`src/rtl/gf2_pkg.sv`:
```
// Shared types and constants for the GF(2) matrix-vector front end and its multiplier.
package gf2_pkg;

  localparam int GF2_N = 3;

  typedef enum logic [1:0] {
    LOAD_M = 2'd0,
    LOAD_V = 2'd1,
    CALC   = 2'd2,
    SEND   = 2'd3
  } gf2_seq_state_t;

  // 2-bit entries are GF(4) = GF(2)[x]/(x^2+x+1); with bit 1 at 0 this reduces to AND.
  function automatic logic [1:0] gf4_mul(input logic [1:0] a, input logic [1:0] b);
    logic [1:0] p;
    p[1] = (a[1] & b[0]) ^ (a[0] & b[1]) ^ (a[1] & b[1]);
    p[0] = (a[0] & b[0]) ^ (a[1] & b[1]);
    return p;
  endfunction

endpackage

```
`src/rtl/matrix_vec_mul.sv`:
```
// Purely combinational matrix-vector product over 2-bit entries; m_cols[c][r] is row r of column c.
module matrix_vec_mul
  import gf2_pkg::*;
#(
  parameter int n = GF2_N
) (
  input  logic [n-1:0][n-1:0][1:0] m_cols,
  input  logic [n-1:0][1:0]        v,
  output logic [n-1:0][1:0]        u
);

  // Each row accumulates the XOR of its column-scaled products.
  always_comb begin
    u = '0;
    for (int r = 0; r < n; r++) begin
      for (int c = 0; c < n; c++) begin
        u[r] = u[r] ^ gf4_mul(m_cols[c][r], v[c]);
      end
    end
  end

endmodule

```
`src/rtl/gf2_matvec_seq.sv`:
```
// Stream front end: loads M column by column plus v, runs matrix_vec_mul, returns u on a valid/ready port.
module gf2_matvec_seq
  import gf2_pkg::*;
#(
  parameter int n = GF2_N
) (
  input  logic         clk,
  input  logic         rst,
  input  logic         in_valid,
  output logic         in_ready,
  input  logic [n-1:0] in_data,
  input  logic         in_vec_only,
  output logic         out_valid,
  input  logic         out_ready,
  output logic [n-1:0] out_data
);

  localparam int CW = $clog2(n);

  gf2_seq_state_t        state_q, state_d;
  logic [CW-1:0]         cnt_q, cnt_d;
  logic                  m_loaded_q, m_loaded_d;
  logic [n-1:0][n-1:0]   col_q, col_d;
  logic [n-1:0]          vec_q, vec_d;
  logic [n-1:0]          out_data_q, out_data_d;
  logic                  in_ready_q, in_ready_d;
  logic                  out_valid_q, out_valid_d;

  logic                  in_acc_s;
  logic                  out_acc_s;
  logic [n-1:0][n-1:0][1:0] mat_s;
  logic [n-1:0][1:0]     vec2_s;
  logic [n-1:0][1:0]     prod_s;
  logic [n-1:0]          prod_hi_s;
  logic                  unused_prod_hi_s;

  // Widen the stored 1-bit entries into the multiplier's 2-bit entries.
  always_comb begin
    mat_s     = '0;
    vec2_s    = '0;
    prod_hi_s = '0;
    for (int c = 0; c < n; c++) begin
      vec2_s[c]    = {1'b0, vec_q[c]};
      prod_hi_s[c] = prod_s[c][1];
      for (int r = 0; r < n; r++) begin
        mat_s[c][r] = {1'b0, col_q[c][r]};
      end
    end
  end

  assign unused_prod_hi_s = ^prod_hi_s;

  matrix_vec_mul #(.n(n)) u_mul (
    .m_cols (mat_s),
    .v      (vec2_s),
    .u      (prod_s)
  );

  // Next-state, datapath and registered-output decode.
  always_comb begin
    state_d    = state_q;
    cnt_d      = cnt_q;
    m_loaded_d = m_loaded_q;
    col_d      = col_q;
    vec_d      = vec_q;
    out_data_d = out_data_q;
    in_acc_s   = in_valid && in_ready_q;
    out_acc_s  = out_valid_q && out_ready;
    case (state_q)
      LOAD_M: begin
        if (in_acc_s) begin
          if ((cnt_q == '0) && m_loaded_q && in_vec_only) begin
            vec_d   = in_data;
            state_d = CALC;
          end else begin
            for (int c = 0; c < n; c++) begin
              if (cnt_q == CW'(c)) begin
                col_d[c] = in_data;
              end else begin
                col_d[c] = col_q[c];
              end
            end
            if (cnt_q == CW'(n - 1)) begin
              cnt_d      = '0;
              m_loaded_d = 1'b1;
              state_d    = LOAD_V;
            end else begin
              cnt_d = cnt_q + CW'(1);
            end
          end
        end else begin
          state_d = LOAD_M;
        end
      end
      LOAD_V: begin
        if (in_acc_s) begin
          vec_d   = in_data;
          state_d = CALC;
        end else begin
          state_d = LOAD_V;
        end
      end
      CALC: begin
        for (int r = 0; r < n; r++) begin
          out_data_d[r] = prod_s[r][0];
        end
        state_d = SEND;
      end
      SEND: begin
        if (out_acc_s) begin
          cnt_d   = '0;
          state_d = LOAD_M;
        end else begin
          state_d = SEND;
        end
      end
      default: begin
        cnt_d   = '0;
        state_d = LOAD_M;
      end
    endcase
    in_ready_d  = (state_d == LOAD_M) || (state_d == LOAD_V);
    out_valid_d = (state_d == SEND);
  end

  // State and output registers; synchronous reset wins over any handshake.
  always_ff @(posedge clk) begin
    if (rst) begin
      state_q     <= LOAD_M;
      cnt_q       <= '0;
      m_loaded_q  <= 1'b0;
      col_q       <= '0;
      vec_q       <= '0;
      out_data_q  <= '0;
      in_ready_q  <= 1'b1;
      out_valid_q <= 1'b0;
    end else begin
      state_q     <= state_d;
      cnt_q       <= cnt_d;
      m_loaded_q  <= m_loaded_d;
      col_q       <= col_d;
      vec_q       <= vec_d;
      out_data_q  <= out_data_d;
      in_ready_q  <= in_ready_d;
      out_valid_q <= out_valid_d;
    end
  end

  assign in_ready  = in_ready_q;
  assign out_valid = out_valid_q;
  assign out_data  = out_data_q;

endmodule

```
`config.mk`:
```
export PLATFORM = sky130hd
export DESIGN_NAME = gf2_matvec_seq
export DESIGN_NICKNAME = d
export VERILOG_FILES = /design/src/rtl/gf2_pkg.sv /design/src/rtl/matrix_vec_mul.sv /design/src/rtl/gf2_matvec_seq.sv
export SDC_FILE = /design/constraint.sdc
export NUM_CORES = 1
export LEC_CHECK = 0
export ABC_CLOCK_PERIOD_IN_PS = 3300
export BUFFER_PORTS_ARGS = -buffer_cell sky130_fd_sc_hd__buf_4
export CAP_MARGIN = 20
export CELL_PAD_IN_SITES_DETAIL_PLACEMENT = 1
export CELL_PAD_IN_SITES_GLOBAL_PLACEMENT = 1
export CORE_MARGIN = 2
export CORE_UTILIZATION = 45
export CTS_CLUSTER_DIAMETER = 60
export DETAILED_ROUTE_END_ITERATION = 8
export PLACE_DENSITY_LB_ADDON = 0.1
export RECOVER_POWER = 100
export SYNTH_ARGS = -nofsm -noshare
export SYNTH_HDL_FRONTEND = slang
export SYNTH_SLANG_ARGS = --single-unit
```
`constraint.sdc`:
```
create_clock -name clk -period 3.3 [get_ports clk]
set_input_delay 0.495 -clock clk [delete_from_list [all_inputs] [get_ports clk]]
set_output_delay 0.495 -clock clk [all_outputs]
set_load 0.05 [all_outputs]
```
==> results.yml, run 1 <==
run_status:
  status: "complete, no violations"
drt:
  m1WireLength_um: 791
  met3_length_um: 51
  route.vias.total: 669
  drc: 0
  top_layer: "met4"
  antenna_left: 0
  wl_met2_um: 929
  wirelength_mm: 1.82
  drtPass1Iterations: 1
  wire_per_inst_um: 13.8
  drt_iter0_drc: 0
  vias_per_cell: 5.07
timing:
  fin_crit_ns: 1.69
  clock_skew_ns: 0.00358
  finalHoldViolations: 0
  worst_pin_slew_ns: 0.597
  finalSetupViolCount: 0
  slew_headroom: 0.604
  rsz0062_at_grt: "false"
  setup_tns_ns: 0
  fin_crit_sh: 0.511
  maxSlewViolCount: 0
  clock.fmax_mhz: 593
place:
  routabilityCongestion: 0.749
  portBuffers: 12
  dp_hpwl_mm: 1.38
  placed_area_mm2: 0.00104
pwr:
  p_sw_w: 0.000115
  p_comb_frac: 0.097
  clkPwrFrac: 0.310
  switching_share: 0.240
  p_leak_nw: 0.504
  peakVddDrop_v: 0.000307
  power_density_mw_per_mm2: 463
  power.internal_w: 0.000364
  seq_power_share: 0.593
floorplan:
  ios: 13
  start_util: 0.474
  die_x_um: 49.2
  rows: 16
  fp.dieH_um: 49.2
  core_region_area_mm2: 0.00194
  die_area_mm2: 0.00242
clock_tree:
  cts_resized: 0
  holdBufCountCts: 0
  clock_path_buffers: 2
  path_clk_slew_ns: 0.12
  cts_tree: "yes"
  insertion_delay_ns: 0.31
  cts.htree.levels: 1
  cts_inserted_buffers: 3
  post-cts-setup-buffer-count: 0
  cts_root_buf: "clkbuf_4"
  cts_sinks: 22
worst_setup_path:
  reg2regPathDepth: 4
  cp_top_family: "buffers and inverters"
  worstPathRequired_ns: 2.80
  crit_fanout: 4
  path_cells: "clkbuf_1"
  crit_arrival_ns: 1.19
  critPathSlowestCell: "clkbuf_1"
  path_class: "reg -> out"
  critPathCaptureType: "output pin"
  r2r-end: "vec_q[2]$_SDFFE_PP0P_"
  crit_path_start_kind: "flop"
  cp_num_buf_inv: 1
  rrSetupSlack_ns: 1.91
  crit-reg2reg-launch: "cnt_q[1]$_SDFFE_PP0P_"
  slowest_delay_ns: 0.49
grt:
  grt_pass1_vias: 712
  overflow: 0
  grt_max_degree: 22
  grt_usage: 0.179
  grt_pass1_wl_mm: 3.22
  antenna_found_initial: 0
final_layout:
  syn_to_final_growth_pct: 12.4
  nets: 114
  antennaDiodeCount: 0
  drive_above_1_share: 0.105
  postLayoutCellArea_mm2: 0.00103
worst_hold_path:
  hp-class: "in -> reg"
  min_from: "in_data[1]"
  holdPathStages: 3
  hold_path_end: "col_q[7]$_SDFFE_PP0P_"
synthesis:
  synth.ff_latch_count: 22
  syn_inst: 91
  syn_avg_cell_area_um2: 10.1
  synthDistinctLibCells: 17
  yosysWarnings: 0
  ys_seq_area_frac: 0.478
  synth_nets: 99
  syn-cell-area_um2: 921
run:
  drv_cap: 0
[worst max-delay path by stage]
stage | start | endpoint | slack (ns) | cells past startpoint
6_report | in_ready$_SDFF_PP1_ | in_ready | 1.61 | 1
3_5_place_dp | in_vec_only | vec_q[2]$_SDFFE_PP0P_ | 1.76 | 5
5_1_grt | in_ready$_SDFF_PP1_ | in_ready | 1.55 | 1
4_1_cts | in_ready$_SDFF_PP1_ | in_ready | 1.85 | 1
2_1_floorplan | in_ready$_SDFF_PP1_ | col_q[6]$_SDFFE_PP0P_ | 1.81 | 4
3_3_place_gp | in_vec_only | vec_q[2]$_SDFFE_PP0P_ | 1.75 | 5
[metal layers]
metal,global-route usage,vias to the layer above
li1,-,336
met3,0.0307,5
met5,0,-
met2,0.311,13
met4,0.100,0
met1,0.205,315
[power by group through the flow]
stage,combinational [W],clock (W),sequential [W]
floorplan,0.0000313,0,0.000291
global placement,0.0000480,0,0.000291
detailed placement,0.0000494,0,0.000291
CTS,0.0000495,0.000153,0.000285
global route,0.0000521,0.000170,0.000286
finish,0.0000464,0.000148,0.000284
[cells in the mapped netlist]
| cell type | n | area (um^2) |
|---|---|---|
| and4bb_1 | 1 | 12.5 |
| o2111ai_2 | 1 | 15.0 |
| xnor3_1 | 3 | 67.6 |
| nand3_1 | 1 | 5.00 |
| nand2_1 | 14 | 52.6 |
| o21ai_0 | 1 | 5.00 |
| a41oi_1 | 1 | 8.76 |
| nor4bb_2 | 1 | 16.3 |
| nor2_1 | 17 | 63.8 |
| a211oi_1 | 1 | 7.51 |
| inv_1 | 3 | 11.3 |
| mux2i_1 | 15 | 150 |
| nand3b_2 | 2 | 22.5 |
| a21oi_1 | 4 | 20.0 |
| a21o_1 | 2 | 15.0 |
| dfxtp_1 | 22 | 440 |
| clkbuf_1 | 2 | 7.51 |
[per-stage QoR]
step	total power [W]	worst slack, ns	hold slack (ns)	cells	utilization
after floorplan	0.000322	1.81	0.435	91	-
after global placement	0.000339	1.75	0.451	128	0.534
after detailed placement	0.000340	1.76	0.462	128	0.534
after CTS	0.000488	1.85	0.439	132	0.553
after global routing	0.000508	1.55	0.437	132	0.533
final	0.000479	1.61	0.442	132	0.533
[area by class of cell]
cell class | count | area (um^2)
Fill cell | 252 | 907
Multi-Input combinational cell | 64 | 442
Sequential cell | 22 | 440
Timing Repair Buffer | 12 | 71.3
Clock buffer | 4 | 36.3
Tap cell | 27 | 33.8
Inverter | 3 | 11.3
[state kept, by name, summed over array words and instances (netlist names)]
register and count:
m_loaded_q 1, out_valid 1, vec_q 3, col_q 9, in_ready 1, state_q 2
out_data 3, cnt_q 2
[cell families (layout without fill, tap and decap cells)]
logic type | after synthesis | in the layout | synth area share
buffers and inverters | 5 | 19 | 0.0204
and+or+nand+nor | 36 | 36 | 0.187
DFF | 22 | 22 | 0.478
xor gates and xnor gates | 3 | 3 | 0.0734
muxes | 15 | 15 | 0.163
AOI/OAI and AO/OA | 10 | 10 | 0.0774
[cell usage in the layout, fill, tap and decap left out]
master / n
a21oi_1: 4
nand2_1: 14
nor2_1: 17
o21ai_0: 1
dfxtp_1: 22
clkbuf_1: 5
buf_4: 7
nand3_1: 1
nand3b_1: 2
a41oi_1: 1
mux2i_1: 15
nor4bb_1: 1
o2111ai_1: 1
inv_1: 3
a211oi_1: 1
xnor3_1: 3
clkbuf_8: 1
clkbuf_4: 3
and4bb_1: 1
a21o_1: 2
[worst reg2reg max path: stages (launching register included)]
cell and delay (ns):
dfxtp_1 0.36, nor4bb_1 0.32, o2111ai_1 0.32, mux2i_1 0.25, nor2_1 0.05
Power figures use the tool's default switching activity.
==> inputs of run 2 (changes only) <==
ABC_CLOCK_PERIOD_IN_PS = 1350   (was 3300)
CORE_ASPECT_RATIO = 1.75   (was default)
CORE_UTILIZATION = 38   (was 45)
clock period = 1.35 ns   (was 3.3 ns; I/O delays follow)
==> results.yml, run 2 (same netlist as run 1, synthesis figures left out) <==
run:
  drv_cap: 0
clock_tree:
  cts_root_buf: "clkbuf_8"
  post-cts-setup-buffer-count: 0
  cts_inserted_buffers: 3
  cts_tree: "yes"
  cts.htree.levels: 1
  cts_sinks: 22
  clock_path_buffers: 2
  insertion_delay_ns: 0.25
  path_clk_slew_ns: 0.08
timing:
  slew_headroom: 0.819
  setup_tns_ns: 0
  maxSlewViolCount: 0
  clock.fmax_mhz: 801
  clock_skew_ns: 0.00294
  finalSetupViolCount: 0
  finalHoldViolations: 0
  worst_pin_slew_ns: 0.269
  fin_crit_sh: 0.925
  rsz0062_at_grt: "false"
  fin_crit_ns: 1.25
grt:
  grt_max_degree: 22
  overflow: 0
  grt_pass1_wl_mm: 3.22
  grtUsageMet3: 0.0386
  grt_pass1_vias: 727
  top_usage_layer: "met2"
  grt_usage: 0.166
  met1_usage: 0.174
  antenna_found_initial: 0
  grt_use_met2: 0.293
place:
  placed_cells_incl_taps: 130
  placed_area_mm2: 0.00107
  portBuffers: 12
  dp_hpwl_mm: 1.58
  routabilityCongestion: 0.741
worst_hold_path:
  hp-class: "in -> reg"
  holdPathStages: 3
worst_setup_path:
  cp_num_buf_inv: 0
  worstSetupPathDepth: 4
  critPathCaptureType: "flop"
  reg2regPathDepth: 4
  slowest_delay_ns: 0.36
  path_class: "reg -> reg"
  crit_path_start_kind: "flop"
  crit_fanout: 4
  crit_arrival_ns: 1.39
  critPathSlowestCell: "and4bb_1"
  worstPathRequired_ns: 1.49
  path_cells: "and4bb_1, nand2_1, mux2i_1, nor2_1"
  cp_top_family: "simple AND/OR/NAND/NOR gates"
pwr:
  peakVddDrop_v: 0.000539
  power_density_mw_per_mm2: 1140
  power_w: 0.00128
  p_leak_nw: 0.552
drt:
  vias_per_cell: 5.27
  drt_iter0_drc: 14
  wirelength_mm: 1.98
  drc: 0
  wire_per_inst_um: 14.8
  antenna_left: 0
  route.vias.total: 706
  drtPass1Iterations: 4
final_layout:
  syn_to_final_growth_pct: 22.0
  antennaDiodeCount: 0
  drive_above_1_share: 0.229
  largest-register: "col_q"
  postLayoutCoreUtil: 0.488
  postLayoutCellArea_mm2: 0.00112
  final_common_cell: "dfxtp_1"
  largest_reg_flops: 9
  final_cells: 134
  nets: 118
  final_cell_mix: "dfxtp_1, nor2_1, mux2i_1, nand2_1, buf_4"
floorplan:
  die_area_mm2: 0.00285
  start_util: 0.400
  ios: 13
  core_region_area_mm2: 0.00230
  rows: 23
  die_x_um: 41.2
  fp.dieH_um: 69.1
run_status:
  status: "complete, no violations"
==> run 2: cell types whose count changed in the layout (fill, tap and decap cells not counted) <==
cell / delta
clkbuf_2: +6
buf_4: +2
clkbuf_4: -3
o2111ai_4: +1
nand3b_2: +2
nor4bb_4: +1
nand3b_1: -2
nor4bb_1: -1
dfxtp_2: +2
clkbuf_1: -4
o2111ai_1: -1
clkbuf_8: +3
dfxtp_1: -2
==> run 2: worst paths after layout <==
path / startpoint / end / slack (ns)
setup / recovery: state_q[0]$_SDFF_PP0_ / col_q[2]$_SDFFE_PP0P_ / 0.10
hold / removal: in_data[2] / vec_q[2]$_SDFFE_PP0P_ / 0.21
setup reg to reg: state_q[0]$_SDFF_PP0_ / col_q[2]$_SDFFE_PP0P_ / 0.10
hold reg to reg: m_loaded_q$_SDFFE_PP0P_ / m_loaded_q$_SDFFE_PP0P_ / 0.47
==> run 2: power by group <==
group | total (W) | leakage (nW) | internal (W) | switching, W
Clock | 0.000454 | 0.0288 | 0.000259 | 0.000195
Sequential | 0.000695 | 0.178 | 0.000675 | 0.0000207
Combinational | 0.000132 | 0.345 | 0.0000609 | 0.0000715
==> run 2: timing repair <==
item                       CTS  global route
setup endpoints to repair    5             4
gates resized for setup      1             2
pin swaps                    0             1
hold buffers                 0             0
==> run 2: per-stage QoR <==
| stage | setup WS [ns] | hold slack [ns] |
|---|---|---|
| 6_report | 0.102 | 0.214 |
| 5_1_grt | 0.00984 | 0.242 |
| 4_1_cts | 0.0103 | 0.213 |
| 3_5_place_dp | -0.0291 | 0.459 |
| 3_3_place_gp | -0.00221 | 0.450 |
| 2_1_floorplan | 0.0518 | 0.307 |
==> run 2: metal layers <==
layer / wire, um / part of all wire
met1: 728 / 0.37
met5: 0 / 0
met2: 1160 / 0.58
met3: 73 / 0.037
met4: 23 / 0.012
==> run 2: cell type report <==
class / count / area [um^2]
Timing Repair Buffer: 16 / 101
Fill cell: 279 / 1180
Tap cell: 25 / 31.3
Clock buffer: 4 / 55.1
Multi-Input combinational cell: 64 / 482
Inverter: 3 / 11.3
Sequential cell: 22 / 443
==> run 2: worst register-to-register path: cells and delay by family, from the launching register on <==
kind | cells | cell delay (ns)
AND/OR/NAND/NOR | 3 | 0.62
multiplexers | 1 | 0.21
flip-flops | 1 | 0.31
